`src/rtl/noc_alloc_pkg.sv`:
```
// Shared types and helpers for the NoC switch allocator.
// Lock FSM encoding, request-field slicing and credit counter sizing.
package noc_alloc_pkg;

    typedef enum logic {
        IDLE   = 1'b0,
        LOCKED = 1'b1
    } state_t;

    localparam int unsigned MAX_REQ_BITS   = 64;
    localparam int unsigned MAX_FIELD_BITS = 8;

    function automatic int unsigned credit_width(input int unsigned credits);
        return $clog2(credits + 1);
    endfunction

    // Extracts field idx of width bits from a packed array of target-port fields.
    function automatic logic [MAX_FIELD_BITS-1:0] port_field(
        input logic [MAX_REQ_BITS-1:0] vec,
        input int unsigned             idx,
        input int unsigned             bits
    );
        logic [MAX_REQ_BITS-1:0] sh;
        sh = vec >> (idx * bits);
        return sh[MAX_FIELD_BITS-1:0] & ~({MAX_FIELD_BITS{1'b1}} << bits);
    endfunction

endpackage

```
`src/rtl/output_matrix_arbiter.sv`:
```
// Purpose: matrix arbiter, wormhole lock FSM and credit counter for one output port.
// Latency: grant is combinational from req in the same cycle; state updates on the next edge.
// Backpressure: no grant while the downstream credit count is zero; optional starvation override (ARB_STARVATION_GUARD_EN).
module output_matrix_arbiter
    import noc_alloc_pkg::*;
#(
    parameter int unsigned IN_PORTS = 5,
    parameter int unsigned CREDITS  = 4
) (
    input  logic                clk,
    input  logic                reset,
    input  logic                on,
    input  logic [IN_PORTS-1:0] req,
    input  logic [IN_PORTS-1:0] req_tail,
`ifdef ARB_STARVATION_GUARD_EN
    input  logic [IN_PORTS-1:0] starved,
`endif
    input  logic                credit_in,
    output logic [IN_PORTS-1:0] grant,
    output logic                locked,
    output logic                credit_err
);

    localparam int unsigned CW = credit_width(CREDITS);
    localparam int unsigned OW = (IN_PORTS > 1) ? $clog2(IN_PORTS) : 1;

    state_t                             state;
    logic [OW-1:0]                      owner;
    logic [CW-1:0]                      cnt;
    logic [IN_PORTS-1:0][IN_PORTS-1:0]  pri;
    logic [IN_PORTS-1:0]                eligible;
    logic [IN_PORTS-1:0]                winner;
    logic [OW-1:0]                      win_idx;
    logic                               win_tail;
`ifdef ARB_STARVATION_GUARD_EN
    logic [IN_PORTS-1:0]                st_req;
`endif

    always_comb begin
        eligible = (on && reset && cnt != '0) ? req : '0;
        winner   = '0;
        for (int unsigned i = 0; i < IN_PORTS; i++) begin
            winner[i] = eligible[i];
            for (int unsigned k = 0; k < IN_PORTS; k++) begin
                if (k != i && eligible[k] && pri[k][i]) winner[i] = 1'b0;
            end
        end
`ifdef ARB_STARVATION_GUARD_EN
        // Starved requesters bypass the matrix; isolate the lowest set bit.
        st_req = eligible & starved;
        if (st_req != '0) winner = st_req & (~st_req + IN_PORTS'(1));
`endif
        win_idx = '0;
        for (int unsigned i = 0; i < IN_PORTS; i++) begin
            if (winner[i]) win_idx = OW'(i);
        end
        win_tail = (winner & req_tail) != '0;
        grant    = '0;
        if (state == IDLE) grant = winner;
        else               grant[owner] = eligible[owner];
    end

    always_ff @(posedge clk or negedge reset) begin
        if (!reset) begin
            state <= IDLE;
            owner <= '0;
        end else if (on) begin
            case (state)
                IDLE: begin
                    if (winner != '0 && !win_tail) begin
                        state <= LOCKED;
                        owner <= win_idx;
                    end
                end
                LOCKED: begin
                    if (grant[owner] && req_tail[owner]) state <= IDLE;
                end
                default: state <= IDLE;
            endcase
        end
    end

    // Only head or single-flit wins in IDLE demote the winner below everyone.
    always_ff @(posedge clk or negedge reset) begin
        if (!reset) begin
            for (int unsigned i = 0; i < IN_PORTS; i++)
                for (int unsigned k = 0; k < IN_PORTS; k++)
                    pri[i][k] <= (i > k);
        end else if (state == IDLE && winner != '0) begin
            for (int unsigned i = 0; i < IN_PORTS; i++)
                for (int unsigned k = 0; k < IN_PORTS; k++)
                    if (winner[i])      pri[i][k] <= 1'b0;
                    else if (winner[k]) pri[i][k] <= 1'b1;
        end
    end

    always_ff @(posedge clk or negedge reset) begin
        if (!reset) begin
            cnt        <= CW'(CREDITS);
            credit_err <= 1'b0;
        end else if (credit_in && grant == '0) begin
            if (cnt == CW'(CREDITS)) credit_err <= 1'b1;
            else                     cnt        <= cnt + CW'(1);
        end else if (!credit_in && grant != '0) begin
            cnt <= cnt - CW'(1);
        end
    end

    assign locked = (state == LOCKED);

endmodule

```
`src/rtl/packet_switch_allocator.sv`:
```
// Purpose: NoC switch allocator; demuxes requests to per-output matrix arbiters and merges their grants.
// Latency: grants are combinational (0-cycle); out_locked/credit_err are registered.
// Backpressure: per-output credit gating and wormhole lock; ARB_STARVATION_GUARD_EN adds per-input wait counters.
module packet_switch_allocator
    import noc_alloc_pkg::*;
#(
    parameter int unsigned IN_PORTS      = 5,
    parameter int unsigned OUT_PORTS     = 5,
    parameter int unsigned OUT_PORT_BITS = 3,
    parameter int unsigned CREDITS       = 4,
    parameter int unsigned STARVE_LIMIT  = 16
) (
    input  logic                              clk,
    input  logic                              reset,
    input  logic                              ON,
    input  logic [IN_PORTS-1:0]               requests,
    input  logic [IN_PORTS*OUT_PORT_BITS-1:0] req_ports,
    input  logic [IN_PORTS-1:0]               req_tail,
    input  logic [OUT_PORTS-1:0]              credit_in,
    output logic [IN_PORTS-1:0]               grants,
    output logic [OUT_PORTS-1:0]              out_locked,
    output logic                              credit_err
);

    if ((1 << OUT_PORT_BITS) < OUT_PORTS || OUT_PORT_BITS > MAX_FIELD_BITS ||
        IN_PORTS * OUT_PORT_BITS > MAX_REQ_BITS || STARVE_LIMIT < 1) begin : g_param_check
        $error("packet_switch_allocator: inconsistent port/field parameters");
    end

    logic [MAX_REQ_BITS-1:0]             req_ports_ext;
    logic [OUT_PORTS-1:0][IN_PORTS-1:0]  req_dmx;
    logic [OUT_PORTS-1:0][IN_PORTS-1:0]  gnt_dmx;
    logic [OUT_PORTS-1:0]                err_vec;

    assign req_ports_ext = MAX_REQ_BITS'(req_ports);

    // Fields >= OUT_PORTS match no output and are silently dropped.
    always_comb begin
        req_dmx = '0;
        for (int unsigned o = 0; o < OUT_PORTS; o++)
            for (int unsigned i = 0; i < IN_PORTS; i++)
                req_dmx[o][i] = requests[i] &&
                    (port_field(req_ports_ext, i, OUT_PORT_BITS) == MAX_FIELD_BITS'(o));
    end

    always_comb begin
        grants = '0;
        for (int unsigned o = 0; o < OUT_PORTS; o++) grants = grants | gnt_dmx[o];
    end

    assign credit_err = |err_vec;

`ifdef ARB_STARVATION_GUARD_EN
    localparam int unsigned SW = $clog2(STARVE_LIMIT + 1);

    logic [IN_PORTS-1:0][SW-1:0] wait_cnt;
    logic [IN_PORTS-1:0]         starved;

    always_comb begin
        starved = '0;
        for (int unsigned i = 0; i < IN_PORTS; i++)
            starved[i] = (wait_cnt[i] == SW'(STARVE_LIMIT));
    end

    always_ff @(posedge clk or negedge reset) begin
        if (!reset) begin
            wait_cnt <= '0;
        end else if (ON) begin
            for (int unsigned i = 0; i < IN_PORTS; i++) begin
                if (!requests[i] || grants[i])              wait_cnt[i] <= '0;
                else if (wait_cnt[i] != SW'(STARVE_LIMIT)) wait_cnt[i] <= wait_cnt[i] + SW'(1);
            end
        end
    end
`endif

    for (genvar o = 0; o < OUT_PORTS; o++) begin : g_out
        output_matrix_arbiter #(
            .IN_PORTS (IN_PORTS),
            .CREDITS  (CREDITS)
        ) u_arb (
            .clk        (clk),
            .reset      (reset),
            .on         (ON),
            .req        (req_dmx[o]),
            .req_tail   (req_tail),
`ifdef ARB_STARVATION_GUARD_EN
            .starved    (starved),
`endif
            .credit_in  (credit_in[o]),
            .grant      (gnt_dmx[o]),
            .locked     (out_locked[o]),
            .credit_err (err_vec[o])
        );
    end

endmodule

```
`config.mk`:
```
export PLATFORM = sky130hd
export DESIGN_NAME = packet_switch_allocator
export DESIGN_NICKNAME = d
export VERILOG_FILES = /design/src/rtl/noc_alloc_pkg.sv /design/src/rtl/output_matrix_arbiter.sv /design/src/rtl/packet_switch_allocator.sv
export SDC_FILE = /design/constraint.sdc
export NUM_CORES = 1
export LEC_CHECK = 0
export ABC_AREA = 0
export BUFFER_PORTS_ARGS = -buffer_cell sky130_fd_sc_hd__buf_2
export CAP_MARGIN = 20
export CORE_MARGIN = 4
export CORE_UTILIZATION = 44
export DETAILED_ROUTE_END_ITERATION = 16
export PLACE_DENSITY = 0.62
export SYNTH_ARGS = -nofsm -noshare
export SYNTH_HDL_FRONTEND = slang
export SYNTH_SLANG_ARGS = --single-unit
```
`constraint.sdc`:
```
create_clock -name clk -period 3.6 [get_ports clk]
set_input_delay 0.36 -clock clk [delete_from_list [all_inputs] [get_ports clk]]
set_output_delay 0.36 -clock clk [all_outputs]
set_load 0.05 [all_outputs]
```
Word-level counts from Yosys, hierarchy flattened
Cells that the tools add are included.

storage, ports and cells
  bits in registers = 140
  input bits = 33
  output and inout port bits = 11
  word-level logic and storage cells = 836

operators by class
  $add $sub $neg = 10
  $lt $le $gt $ge = 10
  equal/unequal tests = 30
  mux-type cells = 325
  bitwise gates (word level) = 19
  reductions and logical operators = 322

operators by type and width
  kind                                                  count
  2-to-1 mux 1 bit                                      260
  logical AND 1 bit                                     161
  AND reduction 2 bit                                   60
  nonzero test 2 bit                                    55
  2-to-1 mux 3 bit                                      30
  nonzero test 5 bit                                    15
  bitwise AND 5 bit                                     10
  2-to-1 mux 5 bit                                      10
  binary-select mux 1 bit (select 3 bit)                15
  logical NOT 8 bit                                     5
  == test 3 x 2 -> 1 bit (second input constant)        10
  == test 3 bit (second input constant)                 10
  logical NOT 5 bit                                     5
  < comparator 3 x 4 -> 1 bit (second input constant)   5
  bitwise OR 5 bit                                      4
  adder 3 x 1 -> 3 bit (second input constant)          5
  demux 1 bit (select 3 bit)                            5
  == test 3 x 1 -> 1 bit (second input constant)        5
  >= comparator 3 x 1 -> 1 bit (second input constant)  5
  AND reduction 3 bit                                   5
  nonzero test 3 bit                                    5
  subtractor 3 x 1 -> 3 bit (second input constant)     5
  logical NOT 1 bit                                     10
  != test 2 bit (second input constant)                 5
  3 further kinds                                       11

Logic depth before layout (Yosys ltp)
  depth after elaboration = 14
  gate-level depth with buffers = 13
  depth with buffers taken out = 10

Cells and area by module
Synthesis repeated with hierarchy kept, for this count alone.

unflattened totals
  cell total of the unflattened synthesis = 884
  area total of the unflattened synthesis = 8226.6 um^2

by module, submodules not included
  module                                      instances  cells each  area each (um^2)  seq. area each (um^2)
  output_matrix_arbiter (g_out[0].u_arb ...)  2          160         1534.0            714.4
  output_matrix_arbiter (g_out[4].u_arb)      1          184         1671.6            714.4
  output_matrix_arbiter (g_out[3].u_arb)      1          166         1562.7            714.4
  output_matrix_arbiter (g_out[2].u_arb)      1          166         1549.0            714.4
  packet_switch_allocator                     1          48          375.4             0.0

Worst setup path after synthesis
OpenSTA, ideal clock, no wires.

  kind = register to register
  start point = register g_out[2].u_arb.cnt[0]
  end point = register g_out[2].u_arb.cnt[2]
  arrival time = 3.279 ns
  required time = 3.515 ns
  slack = 0.236 ns
  stages on the path, launching flop included = 12
  path buffers = 2
  clock period less this slack = 3.364 ns
  cell sequence = dfrtp_1 buf_6 o311ai_4 a21oi_1 and4b_1 buf_6 or4_4 nor3b_4 nand2_2 fa_1 or4_1 o221ai_1

on the way
  longest elaborated chain between the ends = 13
  elaborated cells on any way between the ends = 60
  those cells by class = add/sub (2); eq/ne (2); mux (27); bitwise (1); reduce/logical (28)

ends and longest elaborated chain
  what                                                                  RTL line                                                    RTL
  start: declaration                                                    output_matrix_arbiter.sv:29                                 logic [CW-1:0] cnt;
  start signal: assignment                                              output_matrix_arbiter.sv:99                                 cnt <= CW'(CREDITS);
  start signal: assignment                                              output_matrix_arbiter.sv:103                                else cnt <= cnt + CW'(1);
  start signal: assignment                                              output_matrix_arbiter.sv:105                                cnt <= cnt - CW'(1);
  nonzero test 3 bit                                                    output_matrix_arbiter.sv:40                                 eligible = (on && reset && cnt != '0) ? req : '0;
  logical AND 1 bit                                                     output_matrix_arbiter.sv:40
  2-to-1 mux 5 bit                                                      output_matrix_arbiter.sv:40
  logical AND 1 bit                                                     output_matrix_arbiter.sv:45                                 if (k != i && eligible[k] && pri[k][i]) winner[i] = 1'b0;
  2-to-1 mux 1 bit (4 in a row)                                         output_matrix_arbiter.sv:45
  2-to-1 mux 5 bit                                                      output_matrix_arbiter.sv:59                                 if (state == IDLE) grant = winner;
  logical NOT 5 bit / nonzero test 5 bit (equally long branches)        output_matrix_arbiter.sv:101, output_matrix_arbiter.sv:104
  logical AND 1 bit, on equally long branches                           output_matrix_arbiter.sv:101, output_matrix_arbiter.sv:104
  != test 2 bit (no line) / nonzero test 2 bit (equally long branches)  -
  AND reduction 2 bit (no line)                                         -

Parallel ways exist; a longest one is shown, timed or not. The select of a mux whose other input is x is not followed.
A chain may end at the register's enable or synchronous reset.

Worst setup path in the final report
  start point = input reset
  end point = output grants[1]

on the way
  longest elaborated chain between the ends = 13
  elaborated cells on any way between the ends = 75
  those cells by class = mux (40); bitwise (9); reduce/logical (26)

ends and longest elaborated chain
  what                           RTL line                       RTL
  start: declaration             packet_switch_allocator.sv:14  input logic reset,
  logical AND 1 bit (*)          output_matrix_arbiter.sv:40
  logical AND 1 bit              output_matrix_arbiter.sv:40
  2-to-1 mux 5 bit               output_matrix_arbiter.sv:40
  logical AND 1 bit              output_matrix_arbiter.sv:45
  2-to-1 mux 1 bit (4 in a row)  output_matrix_arbiter.sv:45
  2-to-1 mux 5 bit               output_matrix_arbiter.sv:59
  bitwise OR 5 bit (3 in a row)  packet_switch_allocator.sv:48  for (int unsigned o = 0; o < OUT_PORTS; o++) grants = grants | gnt_dmx[o];
  bitwise OR 5 bit (*)           packet_switch_allocator.sv:48
  end: declaration               packet_switch_allocator.sv:20  output logic [IN_PORTS-1:0] grants,

Mark *: on every way between the ends. The rest lies on a longest branch, timed or not. The select of a mux whose other input is x is not followed.

==> impl_metrics.tcl <==
set metrics [dict create \
    status "completed" \
    whs_endpoint "g_out[0].u_arb.cnt[0]$_DFFE_PN0P_" \
    vdd_drop_max_v 0.000389 \
    fin_crit_ns 3.45 \
    synth_edf_count 0 \
    highest_layer "met4" \
    min-delay-start "credit_in[0]" \
    power_density_nw_per_um2 664 \
    yosys-top-cells-area "dfrtp_1 26%, dfstp_2 18%, nor2_1 7.8%, a21oi_1 3.3%, nand3_1 2.9%" \
    drt_iter0_drc 759 \
    rows 49 \
    io_buffers 43 \
    syn_avg_cell_area_um2 9.21 \
    io_pins 44 \
    area_delta_synth_final_pct 15.2 \
    r2r-start "g_out[4].u_arb.cnt[0]$_DFFE_PN0P_" \
    seqCellArea_um2 3570 \
    dp_hpwl_um 17200 \
    start_util 0.453 \
    drt_pass1_iterations 5 \
    first_global_vias 6889 \
    rsz0062_at_grt "no" \
    wl_per_cell_um 19.9 \
    synth_cell_type_count 85 \
    routed_via_density 6.05 \
    finalWorstSetupSlack_ns 0.155 \
    n_antenna_cell 0 \
    synthFlopType "dfrtp_1" \
    gp_congestion 0.950 \
    nets 989 \
    final-setup-viol-count 0 \
    critPathCaptureType "output pin" \
    p_int_mw 4.16 \
    synth_seq_area_share 0.434 \
    met3_length_um 1370 \
    rrSetupSlack_ns 0.26 \
    p_leak_nw 4.13 \
    switching_power_mw 2.13 \
    route.met2.wl_um 11100 \
    gr-total-overflow 0 \
    nFillCells 1689 \
    p_comb_frac 0.260 \
    path_class "input pin to output pin" \
    clock_sinks 140 \
    critPathBufInv 4 \
    ys_warn_count 0 \
    clock_latency_ns 0.42 \
    clock-root-buffer "clkbuf_16" \
    min-delay-path-class "input pin to flop" \
    path_delay_family "buffers and inverters" \
    switching_share 0.338 \
    dp.cells 1160 \
    fin_cells 1193 \
    skew_ns 0.00833 \
    critical_path_arrival_ns 3.09 \
    tns_ns 0 \
    startpoint_type "input pin" \
    drc_errors 0 \
    cp.required_ns 3.24 \
    cts_tree "yes" \
    drive_above_1_share 0.230 \
    drv_slew 0 \
    coreArea_um2 18100 \
    synth_commonest_cells "172 x nor2_1, 85 x dfrtp_1, 55 x dfstp_2" \
    syn_nets 931 \
    seqPwrFrac 0.451 \
    worst_pin_slew_ns 0.932 \
    multi_input_area_um2 4270 \
    wl_um 23700 \
    wl_met1_um 10800 \
    synth_most_common_cell "nor2_1" \
    slowest_stage "dlygate4sd3_1" \
    slew_headroom 0.371 \
    yosysTopAreaCellShare 0.259 \
    pre_cts_ws_ns 0.179 \
    ctsHtreeMaxLevel 4 \
    worst_hold_path.num_cells 2 \
    yosys.area.top_type "dfrtp_1" \
    critPathMaxFanout 28 \
    synth_area_um2 8230 \
    num_vias 7223 \
    die_area_um2 20900 \
    grt_pass1_wl_um 37800 \
    clkPwrFrac 0.289 \
    cp_cell_sequence "dlygate4sd3_1 > buf_6 > buf_6 > o311a_1 > nand4_1 > o311ai_2 > nand2_1 > nor4_1 > a21oi_1 > nand3_1 > buf_2" \
    max_cap_violations 0 \
    syn_inst 893 \
    hold_viol 0 \
    async_reset_ff_frac 1.00 \
    die_y_um 145 \
    postRouteAntennaNets 0 \
    grt_max_degree 56 \
    synth_seq_cells 140 \
    rr_worst_depth 9 \
    cts_made_buffers 17 \
    antenna_found_initial 0 \
    grt_util_all_layers 0.233 \
    cp_common_cell "buf_6" \
    crit_start "reset" \
    fmax_ghz 0.290 \
    die_x_um 145 \
    rr_endpoint "g_out[4].u_arb.cnt[2]$_DFFE_PN1P_" \
    slowest_delay_ns 0.54 \
    path_clk_slew_ns 0.06 \
    post-route-period-util 0.957 \
    cts_buffer_depth 2 \
]
## cell usage in the layout (no fill, tap or decap), types with 42 or more instances in the layout
| cell | Yosys | routed |
|---|---|---|
| buf_4 | 6 | 44 |
| nand3_1 | 47 | 47 |
| nor2_1 | 172 | 172 |
| dfrtp_1 | 85 | 85 |
| buf_2 | 6 | 42 |
| dfstp_2 | 55 | 55 |
| a21oi_1 | 54 | 54 |
| nand2_1 | 53 | 53 |
| inv_1 | 42 | 42 |
## per-stage QoR
step	hold slack (ns)	utilization	total power, mW	instance area, µm²
after floorplan	0.0644	-	4.01	8230
after global placement	0.230	0.487	4.41	8840
after detailed placement	0.230	0.487	4.47	8840
after CTS	0.244	0.522	6.32	9460
after global routing	0.273	0.522	6.70	9480
final	0.259	0.522	6.29	9480
## how the worst max path moves through the flow
stage,end,cells past startpoint
floorplan,g_out[2].u_arb.cnt[2]$_DFFE_PN1P_,11
global placement,g_out[2].u_arb.cnt[2]$_DFFE_PN1P_,10
detailed placement,g_out[2].u_arb.cnt[2]$_DFFE_PN1P_,10
CTS,grants[1],10
global route,grants[4],10
finish,grants[1],11
## registers in the layout (all words and copies together), names as in the netlist
signal,cells
g_out.u_arb.cnt,15
g_out.u_arb.credit_err,5
g_out.u_arb.locked,5
g_out.u_arb.pri,100
g_out.u_arb.owner,15
## per-layer routing
metal | vias up | GRT usage
li1 | 3396 | -
met1 | 3558 | 0.331
met2 | 238 | 0.359
met3 | 31 | 0.0437
met4 | 0 | 0.0800
met5 | - | 0
## cells by family after synthesis
kind of cell / count (synthesis) / synth area share
compound gates: 215 / 0.193
xor+xnor: 5 / 0.00532
fa+ha+maj: 5 / 0.0122
buf+inv: 92 / 0.0475
flops: 140 / 0.434
mux: 35 / 0.0467
simple gates: 401 / 0.262
## area by class of cell
cell class / count / area share
Clock inverter: 10 / 0.0148
Sequential cell: 140 / 0.377
Inverter: 42 / 0.0166
Timing Repair Buffer: 89 / 0.0605
Multi-Input combinational cell: 661 / 0.451
Clock buffer: 22 / 0.0500
Tap cell: 229 / 0.0302
## what timing repair did
| action | CTS | global route |
|---|---|---|
| endpoints found under the setup margin | 0 | 4 |
| hold endpoints to repair | 4 | 0 |
| buffers inserted | 0 | 0 |
| hold buffers | 1 | 0 |
| resized for setup | 0 | 4 |
## power groups by stage
| stage | clock (mW) | combinational (mW) | sequential (mW) |
|---|---|---|---|
| detailed placement | 0 | 1.63 | 2.85 |
| global placement | 0 | 1.58 | 2.84 |
| finish | 1.82 | 1.63 | 2.84 |
| global route | 1.93 | 1.83 | 2.93 |
| floorplan | 0 | 1.37 | 2.64 |
| CTS | 1.85 | 1.64 | 2.83 |
Note: power is estimated with default switching activity, not from simulation.
